**src/rtl/i2c_pointer_slave.sv**
```systemverilog
// I2C target for the pointer-based register protocol: oversampled START/STOP
// detection, 7-bit address match, pointer byte, then auto-incrementing
// register writes or reads.
//
// state     | meaning
// ----------+-----------------------------------------------------------
// IDLE      | bus free or not yet started
// ADDR      | shifting in the address byte
// ACK       | driving our ACK bit; branch on the fall that ends it
// PTR       | shifting in the register pointer byte
// WDATA     | shifting in a write data byte
// TX        | shifting out a read data byte
// RACK      | waiting for the master's ACK/NACK after a read byte
// WAIT_STOP | not addressed or read ended; ignore bits until START/STOP
module i2c_pointer_slave #(
  parameter int SYNC_STAGES = 2,
  parameter int AUTO_INC    = 1
) (
  input  logic       PT_CK,
  input  logic       RESET,
  input  logic [6:0] SLAVE_ADDRESS,
  input  logic       SCLI,
  input  logic       SDAI,
  output logic       SDAO,
  output logic [7:0] POINTER,
  output logic       WR_EN,
  output logic [7:0] WR_DATA,
  input  logic [7:0] RD_DATA,
  output logic       RD_STB,
  output logic       BUSY
);

  // Fewer than two stages would leave the pins metastable-prone.
  localparam int         SYNC_N  = (SYNC_STAGES < 2) ? 2 : SYNC_STAGES;
  localparam logic [7:0] PTR_INC = (AUTO_INC != 0) ? 8'd1 : 8'd0;

  typedef enum logic [2:0] {
    IDLE, ADDR, ACK, PTR, WDATA, TX, RACK, WAIT_STOP
  } state_t;

  logic [SYNC_N-1:0] scl_sync_q, sda_sync_q;
  logic              scl_dly_q, sda_dly_q;
  logic              scl_s, sda_s;
  logic              scl_rise, scl_fall, start_det, stop_det;

  state_t     state_q, state_d;
  state_t     ack_next_q, ack_next_d;
  logic [3:0] bit_cnt_q, bit_cnt_d;
  logic [7:0] shift_q, shift_d;
  logic [7:0] pointer_q, pointer_d;
  logic [7:0] wr_data_q, wr_data_d;
  logic       sdao_q, sdao_d;
  logic       wr_en_q, wr_en_d;
  logic       rd_stb_q, rd_stb_d;
  logic       busy_q, busy_d;
  logic       inc_pend_q, inc_pend_d;

  // Pin synchronizers plus one delay stage for edge detection; idle-high reset.
  always_ff @(posedge PT_CK or posedge RESET) begin
    if (RESET) begin
      scl_sync_q <= '1;
      sda_sync_q <= '1;
      scl_dly_q  <= 1'b1;
      sda_dly_q  <= 1'b1;
    end else begin
      scl_sync_q <= {scl_sync_q[SYNC_N-2:0], SCLI};
      sda_sync_q <= {sda_sync_q[SYNC_N-2:0], SDAI};
      scl_dly_q  <= scl_s;
      sda_dly_q  <= sda_s;
    end
  end

  assign scl_s     = scl_sync_q[SYNC_N-1];
  assign sda_s     = sda_sync_q[SYNC_N-1];
  assign scl_rise  = ~scl_dly_q & scl_s;
  assign scl_fall  = scl_dly_q & ~scl_s;
  assign start_det = scl_dly_q & scl_s & sda_dly_q & ~sda_s;
  assign stop_det  = scl_dly_q & scl_s & ~sda_dly_q & sda_s;

  // FSM and datapath registers.
  always_ff @(posedge PT_CK or posedge RESET) begin
    if (RESET) begin
      state_q    <= IDLE;
      ack_next_q <= PTR;
      bit_cnt_q  <= 4'd0;
      shift_q    <= 8'h00;
      pointer_q  <= 8'h00;
      wr_data_q  <= 8'h00;
      sdao_q     <= 1'b1;
      wr_en_q    <= 1'b0;
      rd_stb_q   <= 1'b0;
      busy_q     <= 1'b0;
      inc_pend_q <= 1'b0;
    end else begin
      state_q    <= state_d;
      ack_next_q <= ack_next_d;
      bit_cnt_q  <= bit_cnt_d;
      shift_q    <= shift_d;
      pointer_q  <= pointer_d;
      wr_data_q  <= wr_data_d;
      sdao_q     <= sdao_d;
      wr_en_q    <= wr_en_d;
      rd_stb_q   <= rd_stb_d;
      busy_q     <= busy_d;
      inc_pend_q <= inc_pend_d;
    end
  end

  // Next-state logic; bus conditions override whatever the FSM was doing.
  always_comb begin
    state_d    = state_q;
    ack_next_d = ack_next_q;
    bit_cnt_d  = bit_cnt_q;
    shift_d    = shift_q;
    pointer_d  = pointer_q;
    wr_data_d  = wr_data_q;
    sdao_d     = sdao_q;
    wr_en_d    = 1'b0;
    rd_stb_d   = 1'b0;
    busy_d     = busy_q;
    inc_pend_d = 1'b0;

    // A written byte advances the pointer one cycle after its strobe.
    if (inc_pend_q) pointer_d = pointer_q + PTR_INC;

    if (start_det) begin
      state_d   = ADDR;
      bit_cnt_d = 4'd0;
      sdao_d    = 1'b1;
    end else if (stop_det) begin
      state_d   = IDLE;
      bit_cnt_d = 4'd0;
      sdao_d    = 1'b1;
      busy_d    = 1'b0;
    end else begin
      case (state_q)
        IDLE: ;
        ADDR, PTR, WDATA: begin
          if (scl_rise && bit_cnt_q < 4'd8) begin
            shift_d   = {shift_q[6:0], sda_s};
            bit_cnt_d = bit_cnt_q + 4'd1;
            if (bit_cnt_q == 4'd7) begin
              case (state_q)
                ADDR: begin
                  if (shift_q[6:0] == SLAVE_ADDRESS) begin
                    busy_d     = 1'b1;
                    ack_next_d = sda_s ? TX : PTR;
                  end else begin
                    state_d = WAIT_STOP;
                    sdao_d  = 1'b1;
                  end
                end
                PTR: begin
                  pointer_d  = {shift_q[6:0], sda_s};
                  ack_next_d = WDATA;
                end
                default: begin
                  wr_data_d  = {shift_q[6:0], sda_s};
                  wr_en_d    = 1'b1;
                  inc_pend_d = 1'b1;
                  ack_next_d = WDATA;
                end
              endcase
            end
          end else if (scl_fall && bit_cnt_q == 4'd8) begin
            sdao_d    = 1'b0;
            bit_cnt_d = 4'd0;
            state_d   = ACK;
          end
        end
        ACK: begin
          if (scl_fall) begin
            if (ack_next_q == TX) begin
              shift_d   = {RD_DATA[6:0], 1'b0};
              sdao_d    = RD_DATA[7];
              rd_stb_d  = 1'b1;
              bit_cnt_d = 4'd1;
              state_d   = TX;
            end else begin
              sdao_d    = 1'b1;
              bit_cnt_d = 4'd0;
              state_d   = ack_next_q;
            end
          end
        end
        // bit_cnt counts bits already placed on SDAO.
        TX: begin
          if (scl_fall) begin
            if (bit_cnt_q == 4'd8) begin
              sdao_d    = 1'b1;
              bit_cnt_d = 4'd0;
              state_d   = RACK;
            end else begin
              sdao_d    = shift_q[7];
              shift_d   = {shift_q[6:0], 1'b0};
              bit_cnt_d = bit_cnt_q + 4'd1;
            end
          end
        end
        // bit_cnt != 0 here marks that the master has ACKed.
        RACK: begin
          if (scl_rise) begin
            if (!sda_s) begin
              pointer_d = pointer_q + PTR_INC;
              bit_cnt_d = 4'd1;
            end else begin
              sdao_d  = 1'b1;
              state_d = WAIT_STOP;
            end
          end else if (scl_fall && bit_cnt_q != 4'd0) begin
            shift_d   = {RD_DATA[6:0], 1'b0};
            sdao_d    = RD_DATA[7];
            rd_stb_d  = 1'b1;
            bit_cnt_d = 4'd1;
            state_d   = TX;
          end
        end
        WAIT_STOP: sdao_d = 1'b1;
        default:   state_d = IDLE;
      endcase
    end
  end

  assign SDAO    = sdao_q;
  assign POINTER = pointer_q;
  assign WR_EN   = wr_en_q;
  assign WR_DATA = wr_data_q;
  assign RD_STB  = rd_stb_q;
  assign BUSY    = busy_q;

endmodule

```
**config.mk**
```make
export PLATFORM = sky130hd
export DESIGN_NAME = i2c_pointer_slave
export DESIGN_NICKNAME = d
export VERILOG_FILES = /design/src/rtl/i2c_pointer_slave.sv
export SDC_FILE = /design/constraint.sdc
export NUM_CORES = 1
export LEC_CHECK = 0
export CAP_MARGIN = 20
export CELL_PAD_IN_SITES_DETAIL_PLACEMENT = 0
export CELL_PAD_IN_SITES_GLOBAL_PLACEMENT = 1
export CORE_UTILIZATION = 40
export CTS_BUF_LIST = sky130_fd_sc_hd__clkbuf_8
export DETAILED_ROUTE_END_ITERATION = 16
export PLACE_DENSITY_LB_ADDON = 0.25
export SETUP_SLACK_MARGIN = 0.02
export SLEW_MARGIN = 20
export SYNTH_ARGS = -nofsm -noshare
export SYNTH_HDL_FRONTEND = slang
export SYNTH_SLANG_ARGS = --single-unit
```
**constraint.sdc**
```tcl
create_clock -name PT_CK -period 5.4 [get_ports PT_CK]
set_input_delay 0.54 -clock PT_CK [delete_from_list [all_inputs] [get_ports PT_CK]]
set_output_delay 0.54 -clock PT_CK [all_outputs]
set_load 0.02 [all_outputs]
```
* Word-level counts from Yosys, hierarchy flattened
Cells that the tools add are included.
** Word-level totals
- Input port bits :: 19
- Flip-flop bits (word level) :: 44
- Output and inout port bits :: 20
- Logic and storage cells :: 162
** Operators by class
- Equal/unequal tests :: 29
- Bitwise logic cells :: 14
- $add $sub $neg :: 2
- Magnitude comparators :: 1
- Multiplexer cells :: 81
- Reduce and logical (&&, ||, !) cells :: 21
** Operators by type and width (count)
- $mux 8 :: 15
- $mux 3 :: 17
- $mux 4 :: 10
- $ne 5x5->1 const B :: 7
- $mux 1 :: 33
- $pmux 8 s4 :: 1
- $reduce_and 6->1 :: 4
- $reduce_and 10->1 :: 2
- $ne 2x2->1 const B :: 8
- $pmux 4 s4 :: 1
- $pmux 8 s2 :: 1
- $eq 3x3->1 const B :: 5
- $ne 4x4->1 const B :: 3
- $pmux 3 s4 :: 1
- $reduce_bool 2->1 :: 5
- $reduce_and 9->1 :: 1
- $add 8x1->8 const B :: 1
- $reduce_bool 4->1 :: 2
- $and 1x1->1 :: 7
- $eq 7x7->1 :: 1
- $not 1->1 :: 7
- $reduce_bool 7->1 :: 1
- $eq 3x2->1 const B :: 2
- $reduce_bool 6->1 :: 1
- 10 further kinds :: 12

* Depth between registers and ports, before layout
Gate-level depths: netlist of the first run.
- Depth after elaboration :: 8
- Gate-level depth with buffers :: 9
- Mapped depth without buffers :: 8

* Worst setup path before layout of the first run
Ideal clock, no wire load.
- Path kind :: reg-to-reg
- From :: reg scl_sync_q[1]
- To :: reg shift_q[1]
- Buffers on the path :: 1
- Period minus slack after synthesis :: 2.088 ns
- Stages on the path, launching flop included :: 7
- Data arrival time :: 1.963 ns
- Library setup time :: 0.125 ns
- Slack :: 3.312 ns
- Data required time :: 5.275 ns
- Cell sequence :: dfstp_2 or3b_1 buf_2 a21oi_1 nor2_1 o32ai_4 mux2_2
** On the way
- Longest elaborated chain between the ends :: 5
** Ends and longest elaborated chain
- from (decl) :: line 41 : logic [SYNC_N-1:0] scl_sync_q, sda_sync_q;
- from (signal assigned) :: line 66 : scl_sync_q <= {scl_sync_q[SYNC_N-2:0], SCLI};
- $not 1->1 or $and 1x1->1 (tied branches) :: line 76, 77, 78
- $and 1x1->1, on equally long branches :: line 76, 77, 78
- $logic_and 1x1->1 (tied with other cells) :: line 210 : end else if (scl_fall && bit_cnt_q != 4'd0) begin
- $ne 2x2->1 (no line) or $not 1->1 (tied branches)
- $reduce_and 10->1 (no line) (*)
- to (signal assigned) :: line 98 : shift_q <= shift_d;
- to (decl) :: line 49 : logic [7:0] shift_q, shift_d;
Every way passes the cells marked *; elsewhere a longest branch is shown, timed or not.
A chain may end at the register's enable or synchronous reset.

* Final worst setup path of the first run
- From :: reg scl_sync_q[1]
- To :: reg state_q[0]
** On the way
- Longest elaborated chain between the ends :: 6
** Ends and longest elaborated chain
- parallel branches: the longest is 6 deep, another holds $reduce_and 10->1
- to (signal assigned) :: line 95 : state_q <= state_d;
- to (decl) :: line 46 : state_t state_q, state_d;
Several ways; the timed one is not identified.

==> results.cfg, run 1 <==
[synthesis]
syn_area_mm2 = 0.00278
synthArstFlopShare_pct = 100
syn_avg_cell_area_um2 = 8.53
yosysWarnings = 0
synth-seq-cells = 44
synth_edf_count = 0
synth_cells = 326
synth.net_count = 348
synth.yosys.seq_area_share_pct = 40.0
synthFlopType = dfrtp_1
netlist-cell-type-count = 55

[cts]
cts_buffer_depth = 2
cts.sinks = 44
cts_hold_repair.buffers = 0
cts_resized = 0
cts_root_buf = clkbuf_8
cts_max_level = 2
cts.clk_slew.worst_paths_ps = 80
cts_tree = done
clk_latency_ps = 310
cts_buffers = 5
cts_setup_buffers = 0

[worst_setup_path]
cp-end-kind = flip-flop
critPathRequiredTime_ps = 5590
path_max_fanout = 8
crit_arrival_ps = 2760
cp-start-kind = flip-flop
worstSetupPathType = flip-flop to flip-flop

[timing]
maxSlewViolCount = 0
setup_tns_ps = 0
period_share_pct = 47.6
rsz0062_at_grt = no
clock_skew_ps = 14.2
relSlewSlack_pct = 28.8
setup_viol = 0
worst_pin_slew_ps = 1070
max_clock_freq_mhz = 389
finalCriticalPeriod_ps = 2570
fin_ws_ps = 2830
hold_violations = 0

[grt]
grt_pass1_vias = 2476
grt_pass1_wl_mm = 12.1
grt_overflow_total = 0
grt_max_degree = 45
antenna_found_initial = 0
grt_usage_pct = 21.2

[power_and_ir_drop]
power_mw = 1.39
p_leak_nw = 1.37
ir_drop_mv = 0.230
p_per_area_mw_per_mm2 = 424

[hold_path]
hp-class = flip-flop to flip-flop

[floorplanning]
io_pins = 39
core_mm2 = 0.00676
die_y_um = 85.4
fp-row-count = 30
start_util_pct = 41.1
dieArea_mm2 = 0.00729
die_w_um = 85.4

[cells_and_area]
layout_common_cells = nand2_1 (68), clkdlybuf4s50_1 (38), dfrtp_1 (35)
drive_gt1_share_pct = 10.4
layout.nets = 376
layout_commonest_cell = nand2_1
diodes = 0
fillers = 659
syn2layout_area_growth_pct = 18.1

[drt]
dr.pass1.iters = 4
via_count = 2458
routed_via_density = 5.65
drt_first_iter_violations = 167
drc = 0
wl_mm = 7.14
ant_nets = 0
wl_per_cell_um = 16.4

[placed_design]
gp_congestion = 0.888
hpwlAfterDp_mm = 5.13
preCtsSetupSlack_ps = 2830
port_buffers = 38

[flow_run]
drv_cap = 0

[status]
status = complete, no violations
## stage by stage
stage | utilization (%) | hold WS [ps] | instance area [µm²] | instances
2_1_floorplan | - | 345 | 2780 | 326
3_3_place_gp | 47.2 | 347 | 3190 | 427
3_5_place_dp | 47.2 | 347 | 3190 | 427
4_1_cts | 48.6 | 360 | 3280 | 435
5_1_grt | 48.6 | 363 | 3280 | 435
6_report | 48.6 | 359 | 3280 | 435
## synth_stat cells, types with 3 or more instances
library cell,instances,area [µm²]
ha_1,3,37.5
o21a_1,3,22.5
nor3_1,3,15.0
inv_1,14,52.6
nand2_1,68,255
xnor2_1,13,114
a31oi_1,6,37.5
o21ai_0,17,85.1
xor2_1,8,70.1
nor2_1,17,63.8
o211ai_1,4,30.0
o22ai_1,8,50.1
nor2b_1,4,25.0
nand4_1,5,31.3
a22oi_1,3,22.5
and3_1,5,31.3
a21oi_1,16,80.1
buf_2,9,45.0
dfrtp_1,35,876
o221ai_1,4,35.0
mux2_2,9,101
nand2b_1,7,43.8
clkbuf_1,9,33.8
o21ai_1,3,15.0
nand3_1,8,40.0
dfstp_2,9,236
## flip-flops by register name, summed over array words and instances (netlist names)
name,flops
BUSY,1
POINTER,8
RD_STB,1
SDAO,1
WR_DATA,8
ack_next_q,3
bit_cnt_q,4
inc_pend_q,1
scl_dly_q,1
scl_sync_q,2
sda_dly_q,1
sda_sync_q,2
shift_q,8
state_q,3
## layout make-up
cell class / instances / area, µm² / area share (%)
tap: 80 / 100 / 3.05
inverter: 15 / 56.3 / 1.71
timing repair buffer: 39 / 388 / 11.8
clock buffer: 6 / 82.6 / 2.52
multi-input combinational: 249 / 1530 / 46.7
clock inverter: 2 / 11.3 / 0.343
sequential: 44 / 1110 / 33.9
## cell families after synthesis
family | synth area share (%)
fa+ha+maj | 1.35
xor+xnor | 6.62
simple gates | 21.9
mux | 4.37
buf+inv | 4.86
flops | 40.0
compound gates | 20.9
## power by group
group          switching, mW  internal [mW]  leakage [nW]
clock                  0.121          0.102        0.0486
combinational          0.358          0.289         0.766
sequential             0.127          0.395         0.559
## critical path, cell delays in order (launching register included)
cell and delay, ps:
dfstp_2 580, nor3b_1 870, nand2_1 220, a22o_1 300
o21ai_1 130, mux2_2 350
## path summary, 6_finish.rpt
path | start | to | slack [ps] | depth (start not counted)
worst max-delay path | scl_sync_q[1] | state_q[0] | 2830 | 5
worst min-delay path | sda_sync_q[0] | sda_sync_q[1] | 360 | 0
worst max register to register | scl_sync_q[1] | state_q[0] | 2830 | 5
worst min register to register | sda_sync_q[0] | sda_sync_q[1] | 360 | 0
max in group asynchronous | RESET | bit_cnt_q[2] | 4070 | 2
min in group asynchronous | RESET | WR_DATA[5] | 740 | 2
## per-layer routing
| metal | vias to the layer above | routed length, µm | track usage (%) |
|---|---|---|---|
| li1 | 1202 | - | - |
| met1 | 1181 | 3270 | 28.3 |
| met2 | 71 | 3420 | 34.9 |
| met3 | 4 | 402 | 4.47 |
| met4 | 0 | 46 | 6.06 |
| met5 | - | 0 | 0 |
Power figures use the tool's default switching activity.
==> inputs of run 2 (changes only) <==
==> constraint.sdc (replaced) <==
create_clock -name PT_CK -period 2.6 [get_ports PT_CK]
set_input_delay 0.26 -clock PT_CK [delete_from_list [all_inputs] [get_ports PT_CK]]
set_output_delay 0.26 -clock PT_CK [all_outputs]
set_load 0.02 [all_outputs]
==> run 2 against run 1 <==
Against the previous run:
- final cell count grew 3.7%
- clock skew shrank 10 ps
- design area grew 4.9%
- largest cell class unchanged
- largest power group unchanged
- highest routed layer unchanged
==> results.cfg, run 2 (synthesis results as in run 1) <==
[drt]
highest_layer = met4
dr.pass1.iters = 4
wl_met2_mm = 3.50
wl_per_cell_um = 16.3
drc = 0
dr_wl_met3_um = 394
routed_via_density = 5.52
wl_mm = 7.36
met1Wirelength_mm = 3.35
drt_first_iter_violations = 104
ant_nets = 0
via_count = 2488

[cells_and_area]
layout_commonest_cell = nand2_1
syn2layout_area_growth_pct = 23.9
utilization_pct = 51.0
layout.nets = 392
drive_gt1_share_pct = 14.6
diodes = 0
layout_common_cells = nand2_1 (68), clkdlybuf4s50_1 (38), dfrtp_1 (35)

[cts]
cts_buffers = 5
cts_max_level = 2
cts.sinks = 44
cts_resized = 0
cts_tree = done
cts_setup_buffers = 0
clk_latency_ps = 300
cts_buffer_depth = 2
cts_root_buf = clkbuf_8
cts.clk_slew.worst_paths_ps = 90
cts_hold_repair.buffers = 0

[floorplanning]
start_util_pct = 41.1
fp-row-count = 30
dieArea_mm2 = 0.00729
die_w_um = 85.4
io_pins = 39
core_mm2 = 0.00676
die_y_um = 85.4

[power_and_ir_drop]
p_leak_nw = 1.47
clockPowerShare_pct = 18.1
ir_drop_mv = 0.352
p_sw_share_pct = 41.2
p_seq_share_pct = 33.7
intPower_mw = 1.82
p_sw_mw = 1.28
p_per_area_mw_per_mm2 = 901
combPwrFrac_pct = 48.2

[placed_design]
hpwlAfterDp_mm = 5.46
gp_congestion = 0.863
preCtsSetupSlack_ps = 323
port_buffers = 38

[worst_setup_path]
cp-start-kind = flip-flop
cp-end-kind = flip-flop
worstSetupPathType = flip-flop to flip-flop
path_max_fanout = 8
crit_arrival_ps = 2490
critPathRequiredTime_ps = 2790

[timing]
hold_violations = 0
period_share_pct = 88.4
maxSlewViolCount = 0
holdWs_ps = 309
finalCriticalPeriod_ps = 2300
clock_skew_ps = 3.76
setup_viol = 0
max_clock_freq_mhz = 435
setup_tns_ps = 0
worst_pin_slew_ps = 604
relSlewSlack_pct = 59.4
fin_ws_ps = 302
rsz0062_at_grt = no

[flow_run]
drv_cap = 0

[grt]
grt_usage_pct = 21.5
grt_pass1_wl_mm = 12.2
grt_max_degree = 24
antenna_found_initial = 0
grt_overflow_total = 0
grt_pass1_vias = 2480

[hold_path]
hp-class = input pin to asynchronous set/reset pin

[status]
status = complete, no violations
-- run 2: cell type report --
cell class                      count  area [µm²]
Clock inverter                      2        38.8
Sequential cell                    44        1110
Timing Repair Buffer               55         520
Multi-Input combinational cell    249        1530
Fill cell                         658        3310
Tap cell                           80         100
Clock buffer                        6        82.6
Inverter                           15        56.3
-- run 2: layer usage --
layer	track usage, %	up-vias
li1	-	1230
met1	28.9	1183
met2	35.6	65
met3	3.31	10
met4	7.27	0
met5	0	-
-- run 2: critical path: stages, from the launching register on --
cell and delay, ps:
dfstp_2 580, or3b_1 510, a21oi_1 190, nor2_1 90, o32ai_4 420, mux2_2 390
-- run 2: worst paths after layout --
kind | to | from | slack [ps] | cells after the start
worst max-delay path | shift_q[1] | scl_sync_q[1] | 300 | 5
worst min-delay path | WR_DATA[7] | RESET | 310 | 2
worst max register to register | shift_q[1] | scl_sync_q[1] | 300 | 5
worst min register to register | sda_sync_q[1] | sda_sync_q[0] | 360 | 0
max in group asynchronous | sda_dly_q | RESET | 1700 | 3
min in group PT_CK | scl_sync_q[0] | SCLI | 360 | 1
-- run 2: power groups by stage --
stage	clock network (mW)	logic [mW]	registers, mW
final	0.561	1.49	1.05
after detailed placement	0	1.48	1.05
after CTS	0.571	1.49	1.04
after floorplan	0	1.13	0.959
after global placement	0	1.46	1.06
after global routing	0.592	1.64	1.07
-- run 2: through the flow --
stage / instance area (µm²) / std cells / total power, mW
2_1_floorplan: 2780 / 326 / 2.09
6_report: 3440 / 451 / 3.10
3_5_place_dp: 3320 / 443 / 2.54
3_3_place_gp: 3320 / 443 / 2.52
5_1_grt: 3440 / 451 / 3.30
4_1_cts: 3440 / 451 / 3.10
==> inputs of run 3 (changes only) <==
--- a/config.mk
+++ b/config.mk
@@ -12,6 +12,7 @@
 export CTS_BUF_LIST = sky130_fd_sc_hd__clkbuf_8
 export DETAILED_ROUTE_END_ITERATION = 16
 export PLACE_DENSITY_LB_ADDON = 0.25
+export RECOVER_POWER = 50
 export SETUP_SLACK_MARGIN = 0.02
 export SLEW_MARGIN = 20
 export SYNTH_ARGS = -nofsm -noshare
==> run 3 against run 2 <==
Against the previous run:
- wire length down 0.42%
- highest routed layer unchanged
- combinational power is essentially flat
- register-to-register slack lost 40 ps
- via count hardly changed
- largest power group unchanged
==> results.cfg, run 3 (synthesis results as in run 1) <==
[status]
status = complete, no violations

[power_and_ir_drop]
clockPowerShare_pct = 18.2
p_leak_nw = 1.48
p_per_area_mw_per_mm2 = 900
p_sw_mw = 1.27
intPower_mw = 1.82
p_sw_share_pct = 41.1
p_seq_share_pct = 33.8
ir_drop_mv = 0.352
combPwrFrac_pct = 48.0

[placed_design]
gp_congestion = 0.863
port_buffers = 38
placed_area_mm2 = 0.00332
hpwlAfterDp_mm = 5.46

[floorplanning]
fp-row-count = 30
die_w_um = 85.4
core_mm2 = 0.00676
start_util_pct = 41.1
die_y_um = 85.4
io_pins = 39
dieArea_mm2 = 0.00729

[cells_and_area]
layout_commonest_cell = nand2_1
layout_common_cells = nand2_1 (68), dfrtp_1 (35), clkdlybuf4s50_1 (31)
drive_gt1_share_pct = 13.5
layout.nets = 392
final_area_mm2 = 0.00343
utilization_pct = 50.8
diodes = 0
fillers = 661
syn2layout_area_growth_pct = 23.4

[grt]
grt_max_degree = 24
grt_pass1_vias = 2480
grt_pass1_wl_mm = 12.2
antenna_found_initial = 0
grt_usage_pct = 21.5
grt_overflow_total = 0

[cts]
clk_latency_ps = 300
cts_resized = 0
cts_buffers = 5
cts_root_buf = clkbuf_8
cts_hold_repair.buffers = 0
cts.clk_slew.worst_paths_ps = 90
cts.sinks = 44
cts_buffer_depth = 2
cts_max_level = 2
cts_setup_buffers = 0
cts_tree = done

[drt]
wl_per_cell_um = 16.2
ant_nets = 0
routed_via_density = 5.52
dr.pass1.iters = 4
via_count = 2490
drt_first_iter_violations = 111
wl_mm = 7.33
drc = 0

[flow_run]
drv_cap = 0

[timing]
period_share_pct = 89.8
max_clock_freq_mhz = 428
setup_tns_ps = 0
maxSlewViolCount = 0
finalCriticalPeriod_ps = 2330
hold_violations = 0
relSlewSlack_pct = 31.3
clock_skew_ps = 4.03
setup_viol = 0
worst_pin_slew_ps = 1030
rsz0062_at_grt = no

[worst_setup_path]
crit_arrival_ps = 2520
cp-start-kind = flip-flop
slowest_delay_ps = 600
critPathRequiredTime_ps = 2790
reg2reg_depth = 5
cpMaxStageDelayCell = dfstp_1
path_cells = or3b_1 > a21oi_1 > nor2_1 > o32ai_4 > mux2_2
worstSetupPathDepth = 5
crit_family = simple AND/OR/NAND/NOR gates
worstSetupPathType = flip-flop to flip-flop
path_max_fanout = 8
cp-end-kind = flip-flop
crit_buf_inv = 0

[hold_path]
hp-class = flip-flop to flip-flop
worstHoldPathCells = 0
[run 3: per-stage QoR]
step / setup WS (ps) / std cells / power, mW / hold WS (ps)
6_report: 265 / 451 / 3.09 / 359
2_1_floorplan: 512 / 326 / 2.09 / 264
5_1_grt: 124 / 451 / 3.29 / 365
3_5_place_dp: 323 / 443 / 2.54 / 348
4_1_cts: 308 / 451 / 3.10 / 328
3_3_place_gp: 339 / 443 / 2.52 / 348
[run 3: area by class of cell]
type                       instances  area, µm²  area share, %
multi-input combinational        249       1530           44.7
sequential                        44       1110           32.4
timing repair buffer              55        509           14.8
tap                               80        100           2.92
clock buffer                       6       82.6           2.41
inverter                          15       56.3           1.64
clock inverter                     2       38.8           1.13
[run 3: worst register-to-register path, stage by stage (launching register included)]
cell and delay [ps]:
dfstp_1 600, or3b_1 520, a21oi_1 200, nor2_1 90, o32ai_4 420, mux2_2 400
[run 3: path summary, 6_finish.rpt]
path                               start       endpoint  slack, ps
max                        scl_sync_q[1]     shift_q[1]        270
min                        sda_sync_q[0]  sda_sync_q[1]        360
max reg2reg                scl_sync_q[1]     shift_q[1]        270
min reg2reg                sda_sync_q[0]  sda_sync_q[1]        360
max in group asynchronous          RESET   bit_cnt_q[1]        540
min in group asynchronous          RESET     WR_DATA[7]        580
[run 3: power by group through the flow]
stage | clock (mW) | sequential [mW] | combinational (mW)
after floorplan | 0 | 0.959 | 1.13
after global placement | 0 | 1.06 | 1.46
after detailed placement | 0 | 1.05 | 1.48
after CTS | 0.571 | 1.04 | 1.49
after global routing | 0.592 | 1.07 | 1.64
final | 0.562 | 1.05 | 1.48
[run 3: metal layers]
metal	up-vias	global-route usage [%]	part of all wire (%)
met5	-	0	0
met4	0	7.27	1.5
met3	9	3.31	5.4
met2	63	35.6	48
met1	1189	28.9	45
li1	1229	-	-
